<file path="src/rtl/pipe_hazard_ctrl_if.sv">
// pipe_hazard_ctrl_if: hazard inputs and pipeline-register control outputs of the stall/flush controller
// Optional PIPE_PERF_CNT_EN adds the stall_cycles/flush_count performance outputs.
interface pipe_hazard_ctrl_if;
    logic [4:0] rsD;
    logic [4:0] rtD;
    logic [4:0] writeregE;
    logic       memtoregE;
    logic       branch_takenM;
    logic       mul_startE;
    logic       dmiss;
    logic       dready;
    logic       imiss;
    logic       iready;
    logic       enF;
    logic       enD;
    logic       enE;
    logic       enM;
    logic       enW;
    logic       nopD;
    logic       nopE;
    logic       nopM;
    logic       nopW;
    logic [1:0] state;
`ifdef PIPE_PERF_CNT_EN
    logic [31:0] stall_cycles;
    logic [15:0] flush_count;
`endif

    modport master (
        output rsD, rtD, writeregE, memtoregE, branch_takenM, mul_startE,
               dmiss, dready, imiss, iready,
        input  enF, enD, enE, enM, enW, nopD, nopE, nopM, nopW, state
`ifdef PIPE_PERF_CNT_EN
        , input stall_cycles, flush_count
`endif
    );

    modport slave (
        input  rsD, rtD, writeregE, memtoregE, branch_takenM, mul_startE,
               dmiss, dready, imiss, iready,
        output enF, enD, enE, enM, enW, nopD, nopE, nopM, nopW, state
`ifdef PIPE_PERF_CNT_EN
        , output stall_cycles, flush_count
`endif
    );
endinterface

</file>
<file path="src/rtl/pipe_hazard_ctrl.sv">
// pipe_hazard_ctrl: stall/bubble/flush controller for the 5-stage pipeline (optional PIPE_PERF_CNT_EN perf counters)
// The state output shows RUN during a cycle in which a wait ends and the RUN rules are evaluated.
module pipe_hazard_ctrl #(
    parameter int unsigned MUL_LAT = 4
) (
    input logic              clk,
    input logic              reset,
    pipe_hazard_ctrl_if.slave bus
);
    typedef enum logic [1:0] {RUN = 2'd0, DWAIT = 2'd1, MULWAIT = 2'd2, IWAIT = 2'd3} state_t;

    state_t     state_q, state_d;
    logic [3:0] cnt_q, cnt_d;
    logic [4:0] en;
    logic [3:0] nop;
    logic       eval_run, ign_d, ign_m, hazard, flush;

    assign hazard = bus.memtoregE && (bus.writeregE != 5'd0) &&
                    ((bus.writeregE == bus.rsD) || (bus.writeregE == bus.rtD));

    // Wait-state handling, then the prioritised RUN rules when a wait ends or in RUN
    always_comb begin
        en       = 5'b11111;
        nop      = 4'b0000;
        state_d  = state_q;
        cnt_d    = cnt_q;
        eval_run = 1'b0;
        ign_d    = 1'b0;
        ign_m    = 1'b0;
        flush    = 1'b0;
        case (state_q)
            RUN: eval_run = 1'b1;
            DWAIT: begin
                if (bus.dready) begin
                    eval_run = 1'b1;
                    ign_d    = 1'b1;
                end else begin
                    en  = 5'b00001;
                    nop = 4'b0001;
                end
            end
            MULWAIT: begin
                if (cnt_q > 4'd1) begin
                    cnt_d = cnt_q - 4'd1;
                    en    = 5'b00011;
                    nop   = 4'b0010;
                end else begin
                    eval_run = 1'b1;
                    ign_m    = 1'b1;
                end
            end
            IWAIT: begin
                if (bus.iready || bus.dmiss || bus.branch_takenM) begin
                    eval_run = 1'b1;
                end else begin
                    en  = 5'b01111;
                    nop = 4'b1000;
                end
            end
            default: eval_run = 1'b1;
        endcase
        if (eval_run) begin
            state_d = RUN;
            if (bus.dmiss && !ign_d) begin
                en      = 5'b00001;
                nop     = 4'b0001;
                state_d = DWAIT;
            end else if (bus.mul_startE && !ign_m) begin
                en      = 5'b00011;
                nop     = 4'b0010;
                cnt_d   = 4'(MUL_LAT - 1);
                state_d = MULWAIT;
            end else if (bus.branch_takenM) begin
                nop   = 4'b1110;
                flush = 1'b1;
            end else if (hazard) begin
                en  = 5'b00111;
                nop = 4'b0100;
            end else if (bus.imiss) begin
                en      = 5'b01111;
                nop     = 4'b1000;
                state_d = IWAIT;
            end
        end
    end

    // FSM state and multiply latency counter
    always_ff @(posedge clk or posedge reset) begin
        if (reset) begin
            state_q <= RUN;
            cnt_q   <= 4'd0;
        end else begin
            state_q <= state_d;
            cnt_q   <= cnt_d;
        end
    end

    assign {bus.enF, bus.enD, bus.enE, bus.enM, bus.enW} = en & {5{~reset}};
    assign {bus.nopD, bus.nopE, bus.nopM, bus.nopW}      = nop & {4{~reset}};
    assign bus.state = eval_run ? RUN : state_q;

`ifdef PIPE_PERF_CNT_EN
    logic [31:0] stall_q;
    logic [15:0] flush_q;

    // Saturating counts of fetch-stall cycles and branch flushes
    always_ff @(posedge clk or posedge reset) begin
        if (reset) begin
            stall_q <= '0;
            flush_q <= '0;
        end else begin
            if (!en[4] && stall_q != '1) stall_q <= stall_q + 32'd1;
            if (flush && flush_q != '1) flush_q <= flush_q + 16'd1;
        end
    end

    assign bus.stall_cycles = stall_q;
    assign bus.flush_count  = flush_q;
`endif
endmodule

</file>
<file path="src/flat_wrapper.sv">
// flat-port wrapper written by rule: the top's interface ports become plain ports
module pipe_hazard_ctrl_flat 
#(
    parameter int unsigned MUL_LAT = 4
)
  (clk, reset, bus_rsD, bus_rtD, bus_writeregE, bus_memtoregE, bus_branch_takenM, bus_mul_startE, bus_dmiss, bus_dready, bus_imiss, bus_iready, bus_enF, bus_enD, bus_enE, bus_enM, bus_enW, bus_nopD, bus_nopE, bus_nopM, bus_nopW, bus_state);
  pipe_hazard_ctrl_if bus_i ();
  input logic clk;
  input logic reset;
  input wire logic [$bits(bus_i.rsD)-1:0] bus_rsD;
  input wire logic [$bits(bus_i.rtD)-1:0] bus_rtD;
  input wire logic [$bits(bus_i.writeregE)-1:0] bus_writeregE;
  input wire logic [$bits(bus_i.memtoregE)-1:0] bus_memtoregE;
  input wire logic [$bits(bus_i.branch_takenM)-1:0] bus_branch_takenM;
  input wire logic [$bits(bus_i.mul_startE)-1:0] bus_mul_startE;
  input wire logic [$bits(bus_i.dmiss)-1:0] bus_dmiss;
  input wire logic [$bits(bus_i.dready)-1:0] bus_dready;
  input wire logic [$bits(bus_i.imiss)-1:0] bus_imiss;
  input wire logic [$bits(bus_i.iready)-1:0] bus_iready;
  output wire logic [$bits(bus_i.enF)-1:0] bus_enF;
  output wire logic [$bits(bus_i.enD)-1:0] bus_enD;
  output wire logic [$bits(bus_i.enE)-1:0] bus_enE;
  output wire logic [$bits(bus_i.enM)-1:0] bus_enM;
  output wire logic [$bits(bus_i.enW)-1:0] bus_enW;
  output wire logic [$bits(bus_i.nopD)-1:0] bus_nopD;
  output wire logic [$bits(bus_i.nopE)-1:0] bus_nopE;
  output wire logic [$bits(bus_i.nopM)-1:0] bus_nopM;
  output wire logic [$bits(bus_i.nopW)-1:0] bus_nopW;
  output wire logic [$bits(bus_i.state)-1:0] bus_state;
  assign bus_i.rsD = bus_rsD;
  assign bus_i.rtD = bus_rtD;
  assign bus_i.writeregE = bus_writeregE;
  assign bus_i.memtoregE = bus_memtoregE;
  assign bus_i.branch_takenM = bus_branch_takenM;
  assign bus_i.mul_startE = bus_mul_startE;
  assign bus_i.dmiss = bus_dmiss;
  assign bus_i.dready = bus_dready;
  assign bus_i.imiss = bus_imiss;
  assign bus_i.iready = bus_iready;
  assign bus_enF = bus_i.enF;
  assign bus_enD = bus_i.enD;
  assign bus_enE = bus_i.enE;
  assign bus_enM = bus_i.enM;
  assign bus_enW = bus_i.enW;
  assign bus_nopD = bus_i.nopD;
  assign bus_nopE = bus_i.nopE;
  assign bus_nopM = bus_i.nopM;
  assign bus_nopW = bus_i.nopW;
  assign bus_state = bus_i.state;
  pipe_hazard_ctrl #(.MUL_LAT(MUL_LAT)) u_core (.clk(clk), .reset(reset), .bus(bus_i));
endmodule
</file>
<file path="config.mk">
export PLATFORM = sky130hd
export DESIGN_NAME = pipe_hazard_ctrl_flat
export DESIGN_NICKNAME = d
export VERILOG_FILES = /design/src/rtl/pipe_hazard_ctrl_if.sv /design/src/rtl/pipe_hazard_ctrl.sv /design/src/flat_wrapper.sv
export SDC_FILE = /design/constraint.sdc
export NUM_CORES = 1
export LEC_CHECK = 0
export CAP_MARGIN = 20
export CORE_UTILIZATION = 35
export CTS_BUF_LIST = sky130_fd_sc_hd__clkbuf_16
export DETAILED_ROUTE_END_ITERATION = 16
export GPL_ROUTABILITY_DRIVEN = 0
export PLACE_DENSITY = 0.74
export SLEW_MARGIN = 25
export SYNTH_ARGS = -nofsm -noshare
export SYNTH_HDL_FRONTEND = slang
export SYNTH_SLANG_ARGS = --single-unit
</file>
<file path="constraint.sdc">
create_clock -name clk -period 2 [get_ports clk]
set_clock_uncertainty 0.2 [all_clocks]
set_input_delay 0.4 -clock clk [delete_from_list [all_inputs] [get_ports clk]]
set_output_delay 0.4 -clock clk [all_outputs]
set_load 0.01 [all_outputs]
</file>
==> impl_metrics.yaml <==
outcome:
  status: "complete, but fails checks"
  violations: "negative setup slack"
global_routing:
  grt_pass1_vias: 1137
  grt_max_degree: 9
  grt_first_pass_wirelength_mm: 4.91
  grt_antenna_before_repair: 0
  gr-usage-all-layers_pct: 33.4
  overflow: 0
finish:
  layout.nets: 190
  instances_no_fill: 187
  area_delta_synth_final_pct: 124
  final_area_um2: 1550
  antenna_cells: 0
  drive_gt1_share_pct: 54.9
drt:
  drt_pass1_iterations: 4
  wl_per_cell_um: 17.9
  wirelength_mm: 3.35
  drtIter0Drc: 23
  viasPerCell: 5.79
  vias: 1083
  antenna_left: 0
  drt_drc_violations_left: 0
worst_setup_path:
  cp.required_ns: 1.40
  cpMaxStageDelayCell: "dfrtp_2"
  worstSetupPathType: "reg2out"
  worst-path-max-fanout: 5
  path_cells: "inv_2 > ha_4 > nor2_4 > or2_0 > o211ai_1 > inv_1 > buf_6 > nor3_4 > buf_2"
  worstPathArrival_ns: 1.95
  r2r_cells: 6
  slowest_delay_ns: 0.44
  start_kind: "flop"
  crit_path_end_kind: "output port"
timing:
  setup_viol: 11
  final_hold_viol_count: 0
  max_clock_freq_mhz: 392
  rsz0062_at_grt: "true"
  worst_pin_slew_ns: 0.380
  finalCritPeriodShare_pct: 128
  setup_ws_ns: -0.554
  maxSlewViolCount: 0
  period_needed_ns: 2.55
  slew_headroom_pct: 74.4
  whs_ns: 0.403
clock_tree:
  htreeDepth: 1
  clk_path_buf_depth: 2
  clockRootBuffer: "clkbuf_16"
  cts_tree: "built"
  worstSkewPairLatency_ns: 0.23
  cts_hold_buffers: 0
  clkTransAtPathRegs_ns: 0.03
  cts_inserted_buffers: 3
  clock-sinks: 6
yosys:
  synth_top_area_share_pct: 21.7
  synth-seq-cells: 6
  yosysTopAreaCell: "dfrtp_1"
  synth_common_cells: "nor2_1, inv_1, a21oi_1, dfrtp_1, xor2_1"
  ys.flop_type: "dfrtp_1"
  netlist_area_um2: 692
  synth.area.top_cells: "dfrtp_1, xor2_1, xnor2_1"
  yosys.cell_types.count: 38
  ys_warn_count: 0
  syn_avg_cell_area_um2: 7.69
  synth-async-reset-ratio_pct: 100
  syn_nets: 116
  yosysSeqAreaShare_pct: 21.7
  synthMostInstantiatedCell: "nor2_1"
  synth_edf_count: 0
  synth_cells: 90
placement:
  placedCellCount: 178
  place_area_um2: 1320
  portBuffers: 34
  place_hpwl_mm: 1.90
die:
  die_w_um: 46.5
  io_pins: 35
  rows: 15
  initial_core_util_pct: 38.8
  design.core.area_um2: 1780
  die_height_um: 46.5
  dieArea_um2: 2160
flow_run:
  max_cap_violations: 0
power_and_ir_drop:
  pwr_density_cell_nw_per_um2: 1180
  ir_drop_uv: 904
  fin_total_pwr_w: 0.00183
  p_leak_nw: 0.724
worst_hold_path:
  hold_path_class: "in2async"
==> cell families after synthesis <==
kind of cell / synth area share (%)
AO/OA/AOI/OAI: 25.5
XOR/XNOR: 12.7
adder cells (fa/ha/maj): 3.62
buffers and inverters: 4.34
flip-flops: 21.7
AND/OR/NAND/NOR: 32.2
==> report_power, final <==
group / total, W / switching, W / leakage, nW / internal, W
registers: 0.000244 / 0.0000682 / 0.0704 / 0.000176
clock network: 0.000322 / 0.0000660 / 0.0370 / 0.000256
logic: 0.00127 / 0.000637 / 0.617 / 0.000629
total: 0.00183 / 0.000771 / 0.724 / 0.00106
==> critical path: cells and delay by family (launching register included) <==
family,cells,cell delay (ns)
buf+inv,4,0.51
fa+ha+maj,1,0.15
compound gates,1,0.29
simple gates,3,0.34
flops,1,0.44
==> flip-flops by register name, summed over array words and instances (netlist names) <==
name	count
u_core.state_q	2
u_core.cnt_q	4
==> path summary, 6_finish.rpt <==
path | from | to | slack, ns
setup / recovery | u_core.cnt_q[0] | bus_nopW | -0.55
hold / removal | reset | u_core.state_q[0] | 0.40
setup reg to reg | u_core.state_q[0] | u_core.cnt_q[3] | 0
hold reg to reg | u_core.cnt_q[1] | u_core.cnt_q[1] | 0.44
max in group asynchronous | reset | u_core.cnt_q[0] | 1.05
min in group clk | u_core.cnt_q[1] | u_core.cnt_q[1] | 0.44
==> per-stage QoR <==
stage	setup TNS (ns)	worst slack (ns)	util, %
4_1_cts	-4.00	-0.527	81.3
3_3_place_gp	-10.49	-1.07	74.2
2_1_floorplan	-0.524	-0.306	-
6_report	-4.24	-0.554	87.0
5_1_grt	-4.96	-0.612	87.0
3_5_place_dp	-11.10	-1.12	74.2
==> cell type report <==
cell class | count | area, um^2
clock buffer | 3 | 75.1
fill | 98 | 231
inverter | 7 | 26.3
multi-input combinational | 76 | 694
sequential | 6 | 153
tap | 25 | 31.3
timing repair buffer | 70 | 572
==> timing repair <==
item,CTS,global route
setup buffers,5,2
pin swaps,13,24
endpoints found under the setup margin,13,14
gates resized for setup,87,34
==> cell usage in the layout, fill, tap and decap left out, drive strengths merged <==
cell / instances
a211oi: 2
a21boi: 1
a21oi: 6
and2b: 1
and3: 1
and3b: 1
buf: 52
clkbuf: 5
clkdlybuf4s15: 2
clkdlybuf4s50: 7
dfrtp: 6
dlygate4sd2: 4
dlymetal6s2s: 3
ha: 2
inv: 7
nand2: 5
nand2b: 1
nand3: 4
nand3b: 1
nand4: 1
nand4b: 1
nor2: 9
nor2b: 1
nor3: 5
nor4: 1
o211ai: 3
o21a: 1
o21ai: 4
o21ba: 1
o221ai: 1
o22ai: 1
o311ai: 1
o31ai: 3
or2: 4
or2b: 1
or3: 1
or4: 2
xnor2: 4
xor2: 6
==> layer usage <==
metal,GRT usage (%),part of all wire (%)
met2,61.4,52
met1,29.2,34
met4,23.5,4.5
met3,12.2,9.2
met5,0,0
Note: power is estimated with default switching activity, not from simulation.
